## src/rtl/alu_pkg.sv

```systemverilog
// Shared types and constants for the sequential 8080-style ALU.
// The PSW layout is {S,Z,0,AC,0,P,1,CY}.
package alu_pkg;

  localparam int ALU_OP_W = 5;

  typedef enum logic [ALU_OP_W-1:0] {
    OP_INC = 5'd0,
    OP_DEC = 5'd1,
    OP_ADD = 5'd2,
    OP_ADC = 5'd3,
    OP_SUB = 5'd4,
    OP_SBB = 5'd5,
    OP_CMP = 5'd6,
    OP_AND = 5'd7,
    OP_XOR = 5'd8,
    OP_OR  = 5'd9,
    OP_RLC = 5'd10,
    OP_RRC = 5'd11,
    OP_RAL = 5'd12,
    OP_RAR = 5'd13,
    OP_CMA = 5'd14,
    OP_CMC = 5'd15,
    OP_STC = 5'd16,
    OP_DAA = 5'd17,
    OP_DAD = 5'd18
  } alu_op_e;

  localparam int PSW_CY = 0;
  localparam int PSW_P  = 2;
  localparam int PSW_AC = 4;
  localparam int PSW_Z  = 6;
  localparam int PSW_S  = 7;

  localparam logic [7:0] PSW_RESET = 8'h02;

  typedef enum logic [1:0] {
    ST_IDLE   = 2'd0,
    ST_DAD_HI = 2'd1,
    ST_RESP   = 2'd2
  } fsm_state_e;

  function automatic logic parity_even8(input logic [7:0] v);
    return ~^v;
  endfunction

  // Force the constant PSW bits so the image always reads {S,Z,0,AC,0,P,1,CY}.
  function automatic logic [7:0] psw_fix(input logic [7:0] v);
    return {v[7:6], 1'b0, v[4], 1'b0, v[2], 1'b1, v[0]};
  endfunction

endpackage

```

## src/rtl/alu_seq_core.sv

```systemverilog
// Combinational ALU datapath: one operation on A/B with the current PSW,
// producing result, carry out and the next PSW. Used for both DAD passes.
module alu_seq_core
  import alu_pkg::*;
#(
  parameter int DATA_W = 8
) (
  input  alu_op_e           op_i,
  input  logic [DATA_W-1:0] a_i,
  input  logic [DATA_W-1:0] b_i,
  input  logic [7:0]        flag_i,
  output logic [DATA_W-1:0] res_o,
  output logic              cy_o,
  output logic [7:0]        flag_o
);

  logic              cy_in_s;
  logic              ac_in_s;
  logic [DATA_W-1:0] add_x_s;
  logic [DATA_W-1:0] add_y_s;
  logic              add_c_s;
  logic [DATA_W:0]   sum_s;
  logic [4:0]        half_s;
  logic              daa_lo_adj_s;
  logic              daa_hi_adj_s;
  logic [4:0]        daa_half_s;
  logic [8:0]        daa_t1_s;
  logic [8:0]        daa_t2_s;
  logic              daa_ac_s;
  logic              daa_cy_s;
  logic [DATA_W-1:0] res_s;
  logic [DATA_W-1:0] szp_src_s;
  logic              cy_s;
  logic              ac_s;
  logic              upd_szp_s;
  logic [7:0]        nf_s;

  assign cy_in_s = flag_i[PSW_CY];
  assign ac_in_s = flag_i[PSW_AC];

  // Shared adder operand selection; subtraction is A + ~B + ~borrow.
  always_comb begin
    add_x_s = a_i;
    add_y_s = b_i;
    add_c_s = 1'b0;
    case (op_i)
      OP_INC: begin
        add_x_s = b_i;
        add_y_s = {DATA_W{1'b0}};
        add_c_s = 1'b1;
      end
      OP_DEC: begin
        add_x_s = b_i;
        add_y_s = {DATA_W{1'b1}};
      end
      OP_ADC:         add_c_s = cy_in_s;
      OP_SUB, OP_CMP: begin
        add_y_s = ~b_i;
        add_c_s = 1'b1;
      end
      OP_SBB: begin
        add_y_s = ~b_i;
        add_c_s = ~cy_in_s;
      end
      OP_DAD:  add_c_s = cy_in_s;
      default: add_c_s = 1'b0;
    endcase
  end

  assign sum_s  = {1'b0, add_x_s} + {1'b0, add_y_s} + {{DATA_W{1'b0}}, add_c_s};
  assign half_s = {1'b0, add_x_s[3:0]} + {1'b0, add_y_s[3:0]} + {4'd0, add_c_s};

  // Decimal adjust on the low byte; the high check sees the low-adjusted value.
  always_comb begin
    daa_lo_adj_s = (a_i[3:0] > 4'd9) | ac_in_s;
    daa_half_s   = {1'b0, a_i[3:0]} + 5'd6;
    daa_ac_s     = daa_lo_adj_s & daa_half_s[4];
    daa_t1_s     = {1'b0, a_i[7:0]} + (daa_lo_adj_s ? 9'h006 : 9'h000);
    daa_hi_adj_s = (daa_t1_s[7:4] > 4'd9) | cy_in_s | daa_t1_s[8];
    daa_t2_s     = {1'b0, daa_t1_s[7:0]} + (daa_hi_adj_s ? 9'h060 : 9'h000);
    daa_cy_s     = cy_in_s | daa_t1_s[8] | daa_t2_s[8];
  end

  // Per-op result and flag selection.
  always_comb begin
    res_s     = a_i;
    szp_src_s = a_i;
    cy_s      = cy_in_s;
    ac_s      = ac_in_s;
    upd_szp_s = 1'b0;
    case (op_i)
      OP_INC, OP_DEC: begin
        res_s     = sum_s[DATA_W-1:0];
        ac_s      = half_s[4];
        upd_szp_s = 1'b1;
      end
      OP_ADD, OP_ADC: begin
        res_s     = sum_s[DATA_W-1:0];
        cy_s      = sum_s[DATA_W];
        ac_s      = half_s[4];
        upd_szp_s = 1'b1;
      end
      OP_SUB, OP_SBB: begin
        res_s     = sum_s[DATA_W-1:0];
        cy_s      = ~sum_s[DATA_W];
        ac_s      = half_s[4];
        upd_szp_s = 1'b1;
      end
      OP_CMP: begin
        szp_src_s = sum_s[DATA_W-1:0];
        cy_s      = ~sum_s[DATA_W];
        ac_s      = half_s[4];
        upd_szp_s = 1'b1;
      end
      OP_AND: begin
        res_s     = a_i & b_i;
        cy_s      = 1'b0;
        ac_s      = a_i[3] | b_i[3];
        upd_szp_s = 1'b1;
      end
      OP_XOR: begin
        res_s     = a_i ^ b_i;
        cy_s      = 1'b0;
        ac_s      = 1'b0;
        upd_szp_s = 1'b1;
      end
      OP_OR: begin
        res_s     = a_i | b_i;
        cy_s      = 1'b0;
        ac_s      = 1'b0;
        upd_szp_s = 1'b1;
      end
      OP_RLC: begin
        res_s = {a_i[DATA_W-2:0], a_i[DATA_W-1]};
        cy_s  = a_i[DATA_W-1];
      end
      OP_RRC: begin
        res_s = {a_i[0], a_i[DATA_W-1:1]};
        cy_s  = a_i[0];
      end
      OP_RAL: begin
        res_s = {a_i[DATA_W-2:0], cy_in_s};
        cy_s  = a_i[DATA_W-1];
      end
      OP_RAR: begin
        res_s = {cy_in_s, a_i[DATA_W-1:1]};
        cy_s  = a_i[0];
      end
      OP_CMA: res_s = ~a_i;
      OP_CMC: cy_s  = ~cy_in_s;
      OP_STC: cy_s  = 1'b1;
      OP_DAA: begin
        res_s[7:0] = daa_t2_s[7:0];
        cy_s       = daa_cy_s;
        ac_s       = daa_ac_s;
        upd_szp_s  = 1'b1;
      end
      OP_DAD: begin
        res_s = sum_s[DATA_W-1:0];
        cy_s  = sum_s[DATA_W];
      end
      default: res_s = a_i;
    endcase
    if (upd_szp_s) begin
      szp_src_s = (op_i == OP_CMP) ? szp_src_s : res_s;
    end else begin
      szp_src_s = res_s;
    end
  end

  // Merge the touched flag bits into the incoming PSW image.
  always_comb begin
    nf_s         = flag_i;
    nf_s[PSW_CY] = cy_s;
    nf_s[PSW_AC] = ac_s;
    if (upd_szp_s) begin
      nf_s[PSW_S] = szp_src_s[DATA_W-1];
      nf_s[PSW_Z] = (szp_src_s == {DATA_W{1'b0}});
      nf_s[PSW_P] = parity_even8(szp_src_s[7:0]);
    end else begin
      nf_s[PSW_S] = flag_i[PSW_S];
    end
  end

  assign res_o  = res_s;
  assign cy_o   = cy_s;
  assign flag_o = psw_fix(nf_s);

endmodule

```

## src/rtl/alu_seq.sv

```systemverilog
// Registered ALU with internal PSW, valid/ready request and response channels,
// and a two-pass DAD sequenced through IDLE -> DAD_HI -> RESP.
module alu_seq
  import alu_pkg::*;
#(
  parameter int DATA_W = 8,
  parameter int OP_W   = ALU_OP_W
) (
  input  logic              clk_i,
  input  logic              rst_i,
  input  logic              req_valid_i,
  output logic              req_ready_o,
  input  logic [OP_W-1:0]   op_i,
  input  logic [DATA_W-1:0] a_dat_i,
  input  logic [DATA_W-1:0] b_dat_i,
  input  logic [DATA_W-1:0] a_hi_i,
  input  logic [DATA_W-1:0] b_hi_i,
  input  logic              flag_load_i,
  input  logic [7:0]        flag_dat_i,
  output logic              rsp_valid_o,
  input  logic              rsp_ready_i,
  output logic [DATA_W-1:0] rsp_dat_o,
  output logic [DATA_W-1:0] rsp_hi_o,
  output logic [7:0]        flag_o
);

  if (((DATA_W % 4) != 0) || (DATA_W < 8)) begin : g_bad_data_w
    $error("alu_seq: DATA_W must be a multiple of 4 and at least 8");
  end
  if (OP_W != ALU_OP_W) begin : g_bad_op_w
    $error("alu_seq: OP_W must match the alu_pkg opcode width");
  end

  fsm_state_e        state_q, state_d;
  logic [7:0]        flag_q, flag_d;
  logic [DATA_W-1:0] rsp_dat_q, rsp_dat_d;
  logic [DATA_W-1:0] rsp_hi_q, rsp_hi_d;
  logic              rsp_valid_q, rsp_valid_d;
  logic              dad_cy_q, dad_cy_d;
  logic [DATA_W-1:0] a_hi_q, a_hi_d;
  logic [DATA_W-1:0] b_hi_q, b_hi_d;

  alu_op_e           op_s;
  alu_op_e           core_op_s;
  logic [DATA_W-1:0] core_a_s;
  logic [DATA_W-1:0] core_b_s;
  logic [7:0]        core_flag_in_s;
  logic [DATA_W-1:0] core_res_s;
  logic              core_cy_s;
  logic [7:0]        core_flag_s;
  logic              ready_s;
  logic              accept_s;

  assign op_s     = alu_op_e'(op_i);
  assign ready_s  = ~flag_load_i & ((state_q == ST_IDLE) |
                                    ((state_q == ST_RESP) & rsp_ready_i));
  assign accept_s = req_valid_i & ready_s;

  // Core operand mux: DAD_HI replays the latched high words with the low carry.
  always_comb begin
    core_flag_in_s = flag_q;
    if (state_q == ST_DAD_HI) begin
      core_op_s              = OP_DAD;
      core_a_s               = a_hi_q;
      core_b_s               = b_hi_q;
      core_flag_in_s[PSW_CY] = dad_cy_q;
    end else begin
      core_op_s = op_s;
      core_a_s  = a_dat_i;
      core_b_s  = b_dat_i;
      if (op_s == OP_DAD) begin
        core_flag_in_s[PSW_CY] = 1'b0;
      end else begin
        core_flag_in_s = flag_q;
      end
    end
  end

  alu_seq_core #(
    .DATA_W (DATA_W)
  ) u_core (
    .op_i   (core_op_s),
    .a_i    (core_a_s),
    .b_i    (core_b_s),
    .flag_i (core_flag_in_s),
    .res_o  (core_res_s),
    .cy_o   (core_cy_s),
    .flag_o (core_flag_s)
  );

  // Next-state and register-load logic; PSW restore outranks a request.
  always_comb begin
    state_d   = state_q;
    flag_d    = flag_q;
    rsp_dat_d = rsp_dat_q;
    rsp_hi_d  = rsp_hi_q;
    dad_cy_d  = dad_cy_q;
    a_hi_d    = a_hi_q;
    b_hi_d    = b_hi_q;
    case (state_q)
      ST_IDLE, ST_RESP: begin
        if ((state_q == ST_RESP) && rsp_ready_i) begin
          state_d = ST_IDLE;
        end else begin
          state_d = state_q;
        end
        if (flag_load_i) begin
          flag_d = psw_fix(flag_dat_i);
        end else if (accept_s) begin
          rsp_dat_d = core_res_s;
          if (op_s == OP_DAD) begin
            state_d  = ST_DAD_HI;
            dad_cy_d = core_cy_s;
            a_hi_d   = a_hi_i;
            b_hi_d   = b_hi_i;
          end else begin
            state_d  = ST_RESP;
            rsp_hi_d = {DATA_W{1'b0}};
            flag_d   = core_flag_s;
          end
        end else begin
          flag_d = flag_q;
        end
      end
      ST_DAD_HI: begin
        rsp_hi_d = core_res_s;
        flag_d   = core_flag_s;
        state_d  = ST_RESP;
      end
      default: state_d = ST_IDLE;
    endcase
    rsp_valid_d = (state_d == ST_RESP);
  end

  // State and output registers.
  always_ff @(posedge clk_i or posedge rst_i) begin
    if (rst_i) begin
      state_q     <= ST_IDLE;
      flag_q      <= PSW_RESET;
      rsp_dat_q   <= {DATA_W{1'b0}};
      rsp_hi_q    <= {DATA_W{1'b0}};
      rsp_valid_q <= 1'b0;
      dad_cy_q    <= 1'b0;
      a_hi_q      <= {DATA_W{1'b0}};
      b_hi_q      <= {DATA_W{1'b0}};
    end else begin
      state_q     <= state_d;
      flag_q      <= flag_d;
      rsp_dat_q   <= rsp_dat_d;
      rsp_hi_q    <= rsp_hi_d;
      rsp_valid_q <= rsp_valid_d;
      dad_cy_q    <= dad_cy_d;
      a_hi_q      <= a_hi_d;
      b_hi_q      <= b_hi_d;
    end
  end

  assign req_ready_o = ready_s;
  assign rsp_valid_o = rsp_valid_q;
  assign rsp_dat_o   = rsp_dat_q;
  assign rsp_hi_o    = rsp_hi_q;
  assign flag_o      = flag_q;

endmodule

```

## config.mk

```make
export PLATFORM = sky130hd
export DESIGN_NAME = alu_seq
export DESIGN_NICKNAME = d
export VERILOG_FILES = /design/src/rtl/alu_pkg.sv /design/src/rtl/alu_seq_core.sv /design/src/rtl/alu_seq.sv
export SDC_FILE = /design/constraint.sdc
export NUM_CORES = 1
export LEC_CHECK = 0
export CAP_MARGIN = 5
export CORE_MARGIN = 3
export CORE_UTILIZATION = 55
export CTS_CLUSTER_SIZE = 30
export DETAILED_ROUTE_END_ITERATION = 10
export GPL_TIMING_DRIVEN = 1
export PLACE_DENSITY = 0.92
export SLEW_MARGIN = 5
export SYNTH_ARGS = -nofsm -noshare
export SYNTH_HDL_FRONTEND = slang
export SYNTH_HIERARCHICAL = 1
export SYNTH_SLANG_ARGS = --single-unit
```

## constraint.sdc

```tcl
create_clock -name clk_i -period 6.1 [get_ports clk_i]
set_clock_uncertainty 0.05 [all_clocks]
set_input_delay 0.61 -clock clk_i [delete_from_list [all_inputs] [get_ports clk_i]]
set_output_delay 0.61 -clock clk_i [all_outputs]
set_load 0.02 [all_outputs]
```

; ---- Yosys cells after proc, flatten, opt, wreduce, memory -nomap -nowiden
; Cells that the tools add are included.
[totals]
output_inout_bits = 26
mem_count = 0
reg_bits = 44
mem_bits_rw = 0
romBits = 0
latch_bits = 0
inputBits = 50
[op_classes]
n_reduce_logical = 23
n_eq_ne = 27
bitwise_logic = 19
muxes = 32
div_mod_pow = 0
mul = 0
order_cmp = 2
add_sub_neg = 7
shift = 0
[op_table]
columns = cell, count
row1 = two-way mux 8 bit, 11
row2 = case mux 8 bit (10 select lines), 1
row3 = equality test 5 x 4 -> 1 bit (second input constant), 8
row4 = case mux 8 bit (2 select lines), 2
row5 = case mux 8 bit (3 select lines), 1
row6 = equality test 5 x 3 -> 1 bit (second input constant), 4
row7 = equality test 5 bit (second input constant), 4
row8 = adder 8 x 9 -> 9 bit, 2
row9 = inverter 8 bit, 2
row10 = OR reduction 7 bit, 2
row11 = OR reduction 2 bit, 6
row12 = OR reduction 3 bit, 4
row13 = OR reduction 11 bit, 1
row14 = equality test 5 x 2 -> 1 bit (second input constant), 2
row15 = adder 8 x 8 -> 9 bit, 1
row16 = adder 9 x 1 -> 9 bit, 1
row17 = bitwise AND 8 bit, 1
row18 = > comparator 4 bit (second input constant), 2
row19 = logical NOT 8 bit, 1
row20 = two-way mux 2 bit, 4
row21 = bitwise OR 8 bit, 1
row22 = case mux 1 bit (8 select lines), 1
row23 = AND reduction 4 bit, 2
row24 = XNOR reduction 8 bit, 1
row25 = other kinds (24), 45

; ---- Longest topological paths before layout
[depth]
ltp_word = 20
mapped_depth = 28

; ---- By module
; Netlist, hierarchy kept.
[modules_own_cells]
columns = mod, cells_each, seq_area_each_um2, area_each_um2, instances
row1 = alu_seq_core, 340, 0.0, 2326.0, 1
row2 = alu_seq, 199, 1102.3, 2090.8, 1

; ---- Least setup slack after synthesis
; OpenSTA, ideal clock, no wires.
[synth_path]
kind = register to register
startpoint = reg state_q[0]
endpoint = reg flag_q[2] (netlist: flag_o[2])
slack_ps = 675
path_buffers = 2
t_arrival_ps = 5251
required_ps = 5925
stages_incl_launch_ff = 29
setup_ps = 125
synth_period_minus_slack_ps = 5425
cell_sequence = dfrtp_1 > inv_1 > nor2_1 > clkbuf_1 > nand2_1 > nand2_1 > buf_4 > o21ai_0 > nand2b_1 > ha_1 > inv_1 > fa_1 > nand3b_1 > xnor2_1 > nor2_1 > o21ai_0 > xnor2_1 > ha_1 > a2bb2oi_1 > o21ai_0 > o211ai_1 > and3_1 > o311a_1 > ha_1 > xor2_1 > xnor2_1 > o21ai_0 > mux2_2 > mux2_2
[synth_via]
elab_chain_len = 20
elab_cells_between_ends = 69
cone_classes = add/sub (4) / order compare (2) / eq/ne (20) / mux (18) / bitwise (13) / reduce/logical (12)
[synth_lines]
columns = element, line
row1 = "start, declared", alu_seq.sv:34  ; fsm_state_e state_q, state_d;
row2 = "start signal, assigned", alu_seq.sv:147  ; state_q <= state_d;
row3 = equality test 2 x 1 -> 1 bit (*), alu_seq.sv:62  ; if (state_q == ST_DAD_HI) begin
row4 = two-way mux 8 bit (*), alu_seq.sv:62
row5 = named net core_a_s[3], alu_seq.sv:45  ; logic [DATA_W-1:0] core_a_s;
row6 = > comparator 4 bit, alu_seq_core.sv:75  ; daa_lo_adj_s = (a_i[3:0] > 4'd9) | ac_in_s;
row7 = bitwise OR 1 bit, alu_seq_core.sv:75
row8 = two-way mux 3 bit, alu_seq_core.sv:78  ; daa_t1_s = {1'b0, a_i[7:0]} + (daa_lo_adj_s ? 9'h006 : 9'h000);
row9 = adder 8 x 9 -> 9 bit, alu_seq_core.sv:78
row10 = > comparator 4 bit, alu_seq_core.sv:79  ; daa_hi_adj_s = (daa_t1_s[7:4] > 4'd9) | cy_in_s | daa_t1_s[8];
row11 = [... 6 more ...], -
row12 = two-way mux 8 bit (*), alu_seq_core.sv:164  ; if (upd_szp_s) begin
row13 = XNOR reduction 8 bit (*), alu_pkg.sv:44  ; return ~^v;
row14 = two-way mux 1 bit (*), alu_seq_core.sv:176  ; if (upd_szp_s) begin
row15 = named net core_flag_s[2], alu_seq.sv:50  ; logic [7:0] core_flag_s;
row16 = two-way mux 8 bit, alu_seq.sv:111  ; if (op_s == OP_DAD) begin
row17 = two-way mux 8 bit, alu_seq.sv:109  ; end else if (accept_s) begin
row18 = two-way mux 8 bit, alu_seq.sv:107  ; if (flag_load_i) begin
row19 = case mux 8 bit (2 select lines) (*), alu_seq.sv:100  ; case (state_q)
row20 = "end signal, assigned", alu_seq.sv:148  ; flag_q <= flag_d;
row21 = "end, declared", alu_seq.sv:35  ; logic [7:0] flag_q, flag_d;
; Mark *: on every way through the listed nets, which the timed path passes. The rest lies on a longest branch. The select of a mux whose other input is x is not followed.
; A chain may end at the register's enable or synchronous reset.

; ---- Worst setup path in the final report
[layout_path]
startpoint = reg state_q[1]
endpoint = reg flag_q[2] (netlist: flag_o[2])
[layout_via]
elab_cells_between_ends = 69
cone_classes = add/sub (4) / order compare (2) / eq/ne (20) / mux (18) / bitwise (13) / reduce/logical (12)
[layout_lines]
columns = element, line
row1 = equality test 2 x 1 -> 1 bit (*), alu_seq.sv:62
row2 = two-way mux 5 bit (*), alu_seq.sv:62
row3 = named net core_op_s[3], alu_seq.sv:44  ; alu_op_e core_op_s;
row4 = equality test 5 x 3 -> 1 bit (tied with other cells), "alu_seq_core.sv:46, alu_seq_core.sv:91"
row5 = OR reduction 3 bit (no line) / OR reduction 2 bit (equally long branches), -
row6 = case mux 8 bit (3 select lines) / two-way mux 8 bit (equally long branches), alu_seq_core.sv:46  ; case (op_i)
row7 = adder 8 x 8 -> 9 bit, alu_seq_core.sv:70  ; assign sum_s = {1'b0, add_x_s} + {1'b0, add_y_s} + {{DATA_W{1'b0}}, add_c_s};
row8 = adder 9 x 1 -> 9 bit, alu_seq_core.sv:70
row9 = [... 2 more ...], -
row10 = two-way mux 8 bit, alu_seq_core.sv:164
row11 = XNOR reduction 8 bit, alu_pkg.sv:44
row12 = two-way mux 1 bit (*), alu_seq_core.sv:176
row13 = named net core_flag_s[2], alu_seq.sv:50
row14 = two-way mux 8 bit, alu_seq.sv:111
row15 = two-way mux 8 bit, alu_seq.sv:109
row16 = two-way mux 8 bit, alu_seq.sv:107
row17 = case mux 8 bit (2 select lines) (*), alu_seq.sv:100
; Marked as above.

==> run summary <==
First-pass GRT wire length -> 22070 µm
PortBufs -> 72
Grt total ovfl -> 0
Mapped Avg Cell Area -> 8.194 µm²
Layout area overhead -> 19.09%
Endpoints failing hold -> 0
Clk sink count -> 44
Height of the die -> 95.61 µm
Htree depth -> 2
Seq cells post-synth -> 44
Slew Limit Headroom -> 34.21%
Worst Slack Setup Final -> 0.2362 ns
Hold Path Origin -> a_hi_q[6]
Share of cells above drive strength 1 -> 14.19%
Number of flops mapped to enable cells by yosys -> 0
CORE AREA -> 0.007767 mm²
Final Max Tran Viols -> 0
Min Hold Slack -> 0.4626 ns
Final Routed Wirelength -> 13670 µm
Vias in the first global route -> 4402
Yosys cell types -> 77
Most frequent cell after synthesis -> nand2_1
Setup Fix Bufs, Post-CTS -> 0
Final instance area -> 0.005260 mm²
Routed vias -> 4418
Post-Syn Area -> 0.004417 mm²
Final nets -> 682
Effective utilization at floorplan -> 56.86%
Routed Antenna Nets -> 0
Comb pwr share -> 46.3%
WP data required -> 6.24 ns
Synth top area share -> 24.36%
Die Wd -> 95.61 µm
Fillers -> 623
Ports -> 76
Synth area leader -> dfrtp_1
Pwr per Cell Area -> 197.7 mW/mm²
DP Worst Slack -> 0.1019 ns
Crit end category -> flip-flop
Sequential power share -> 34.9%
Peak VDD IR -> 0.0001917 V
Worst r2r src -> state_q[1]
Yosys warns -> 6
Setup TNS -> 0 ns
Clk network pwr share -> 18.8%
Most frequent cells after synthesis -> nand2_1, dfrtp_1, o21ai_0, mux2_2, ha_1
Syn Inst Count -> 539
Drc violations -> 0
Internal power -> 0.6516 mW
Crit path DAT -> 6.01 ns
Setup violations, final -> 0
CTS tree -> done
Skew-Pair Late Insertion Delay -> 0.30 ns
Main flop type after synthesis -> dfrtp_1
Dpl cell area -> 0.005157 mm²
CTS Buf Count -> 5
Crit Path Class -> reg -> reg
Pin count of the biggest net entering global routing -> 45
Worst-path clk slew -> 0.09 ns
Initial DRC count -> 389
Net switching power -> 0.3883 mW
DRT Pass-1 Iters -> 5
Die footprint -> 0.009141 mm²
Crit path max fanout -> 15
Worst setup SP type -> flip-flop
Synth async-reset ratio -> 100.0%
Clk buf depth -> 2
Initial antenna violation count -> 0
Hold Path Class -> reg -> reg
Largest cells by area after synthesis -> dfrtp_1, nand2_1, mux2_2
Antenna cells -> 0
Max-Cap Viols -> 0
Row count -> 32
Switching share of total power -> 37.34%
Fin crit period -> 5.864 ns
Leak -> 2.354 nW
Outcome -> complete, no violations
Routability cong. -> 1.029
Root buffer cell -> clkbuf_8
HPWL Detailed -> 10670 µm
CP Launch Point -> state_q[1]
FMAX -> 0.1705 GHz
Worst Tran Pin Value -> 0.9826 ns
Period utilization -> 96.13%
WL/cell -> 19.50 µm
Sequential fraction of the synthesis area -> 24.96%
Vias per cell -> 6.302
GRT Total Usage -> 31.06%
## worst paths after layout
path / to / slack [ns] / cells past startpoint
max: flag_o[2] / 0.24 / 20
min: a_hi_q[6] / 0.46 / 1
max in group asynchronous: a_hi_q[6] / 4.91 / 3
min in group asynchronous: rsp_dat_o[6] / 0.71 / 3
max reg2reg: flag_o[2] / 0.24 / 20
min reg2reg: a_hi_q[6] / 0.46 / 1
## critical path, cell delays in order (launching register included)
cell and delay [ns]:
dfrtp_1 0.43, nand2b_1 0.39, buf_4 0.28, and2_1 0.51, nor4_2 0.16, buf_4 0.22
nand2_1 0.07, o21ai_0 0.12, fa_1 0.53, a211oi_1 0.34, o21bai_1 0.16, o311a_1 0.37
o21ai_0 0.35, nand4_1 0.29, o311ai_1 0.20, ha_1 0.30, xor2_1 0.17, xnor2_1 0.19
o21ai_0 0.09, mux2_2 0.26, mux2_2 0.25
## cells by family (layout without fill, tap and decap cells)
logic type               Yosys count  count (layout)  synth area share (%)
flip-flops                        44              44                 24.96
buffers and inverters             73             132                 8.810
other                              2               3                0.1700
AO/OA/AOI/OAI                    128             128                 20.31
XOR/XNOR                          13              13                 2.748
multiplexers                      43              43                 11.05
AND/OR/NAND/NOR                  202             202                 21.81
adder cells (fa/ha/maj)           34              34                 10.14
## power groups by stage
stage | Combinational [mW] | Clock [mW] | Sequential (mW)
floorplan | 0.293 | 0 | 0.382
global placement | 0.456 | 0 | 0.364
detailed placement | 0.469 | 0 | 0.367
CTS | 0.472 | 0.198 | 0.362
global route | 0.517 | 0.205 | 0.367
finish | 0.481 | 0.196 | 0.363
## placed cells by master, fill, tap and decap left out, drive strengths merged, types with 4 or more instances in the layout
cell,instances
nor2b,7
a211o,4
buf,22
mux2i,6
o21ai,44
nor3,4
and3,8
xnor2,9
and2,5
nand3,12
mux2,36
clkbuf,7
ha,31
nand2,112
xor2,4
nor2,27
inv,29
dfrtp,43
a21o,4
a21oi,18
nand2b,9
clkdlybuf4s50,72
nand4,4
a211oi,9
o211ai,6
## state kept, by name (all words and copies together) (netlist names)
| name | cells |
|---|---|
| dad_cy_q | 1 |
| state_q | 2 |
| b_hi_q | 8 |
| rsp_dat_o | 8 |
| rsp_valid_o | 1 |
| rsp_hi_o | 8 |
| flag_o | 8 |
| a_hi_q | 8 |
## through the flow
stage | cells | power [mW] | utilization (%)
2_1_floorplan | 540 | 0.6748 | -
3_3_place_gp | 693 | 0.8200 | 66.40
3_5_place_dp | 693 | 0.8353 | 66.40
4_1_cts | 701 | 1.031 | 67.61
5_1_grt | 701 | 1.089 | 67.72
6_report | 701 | 1.040 | 67.72
## what timing repair did
| action | CTS | global route |
|---|---|---|
| hold buffers | 0 | 0 |
| setup endpoints to repair | 0 | 1 |
| resized for setup | 0 | 4 |
## layer usage
| layer | up-vias | global-route usage, % | share of wire (%) |
|---|---|---|---|
| li1 | 1999 | - | - |
| met1 | 2108 | 40.48 | 41 |
| met2 | 273 | 51.36 | 48 |
| met3 | 38 | 3.867 | 7.9 |
| met4 | 0 | 13.86 | 3.3 |
| met5 | - | 0 | 0 |
## area by class of cell
cell class	count	area, µm²	share of cell area, %
multi-input combinational	423	2938	55.85
sequential	44	1102	20.96
timing repair buffer	94	885.9	16.84
tap	102	127.6	2.426
inverter	30	112.6	2.141
clock buffer	7	86.33	1.641
clock inverter	1	7.507	0.1427
No activity file was read; power rests on OpenSTA's default activity.
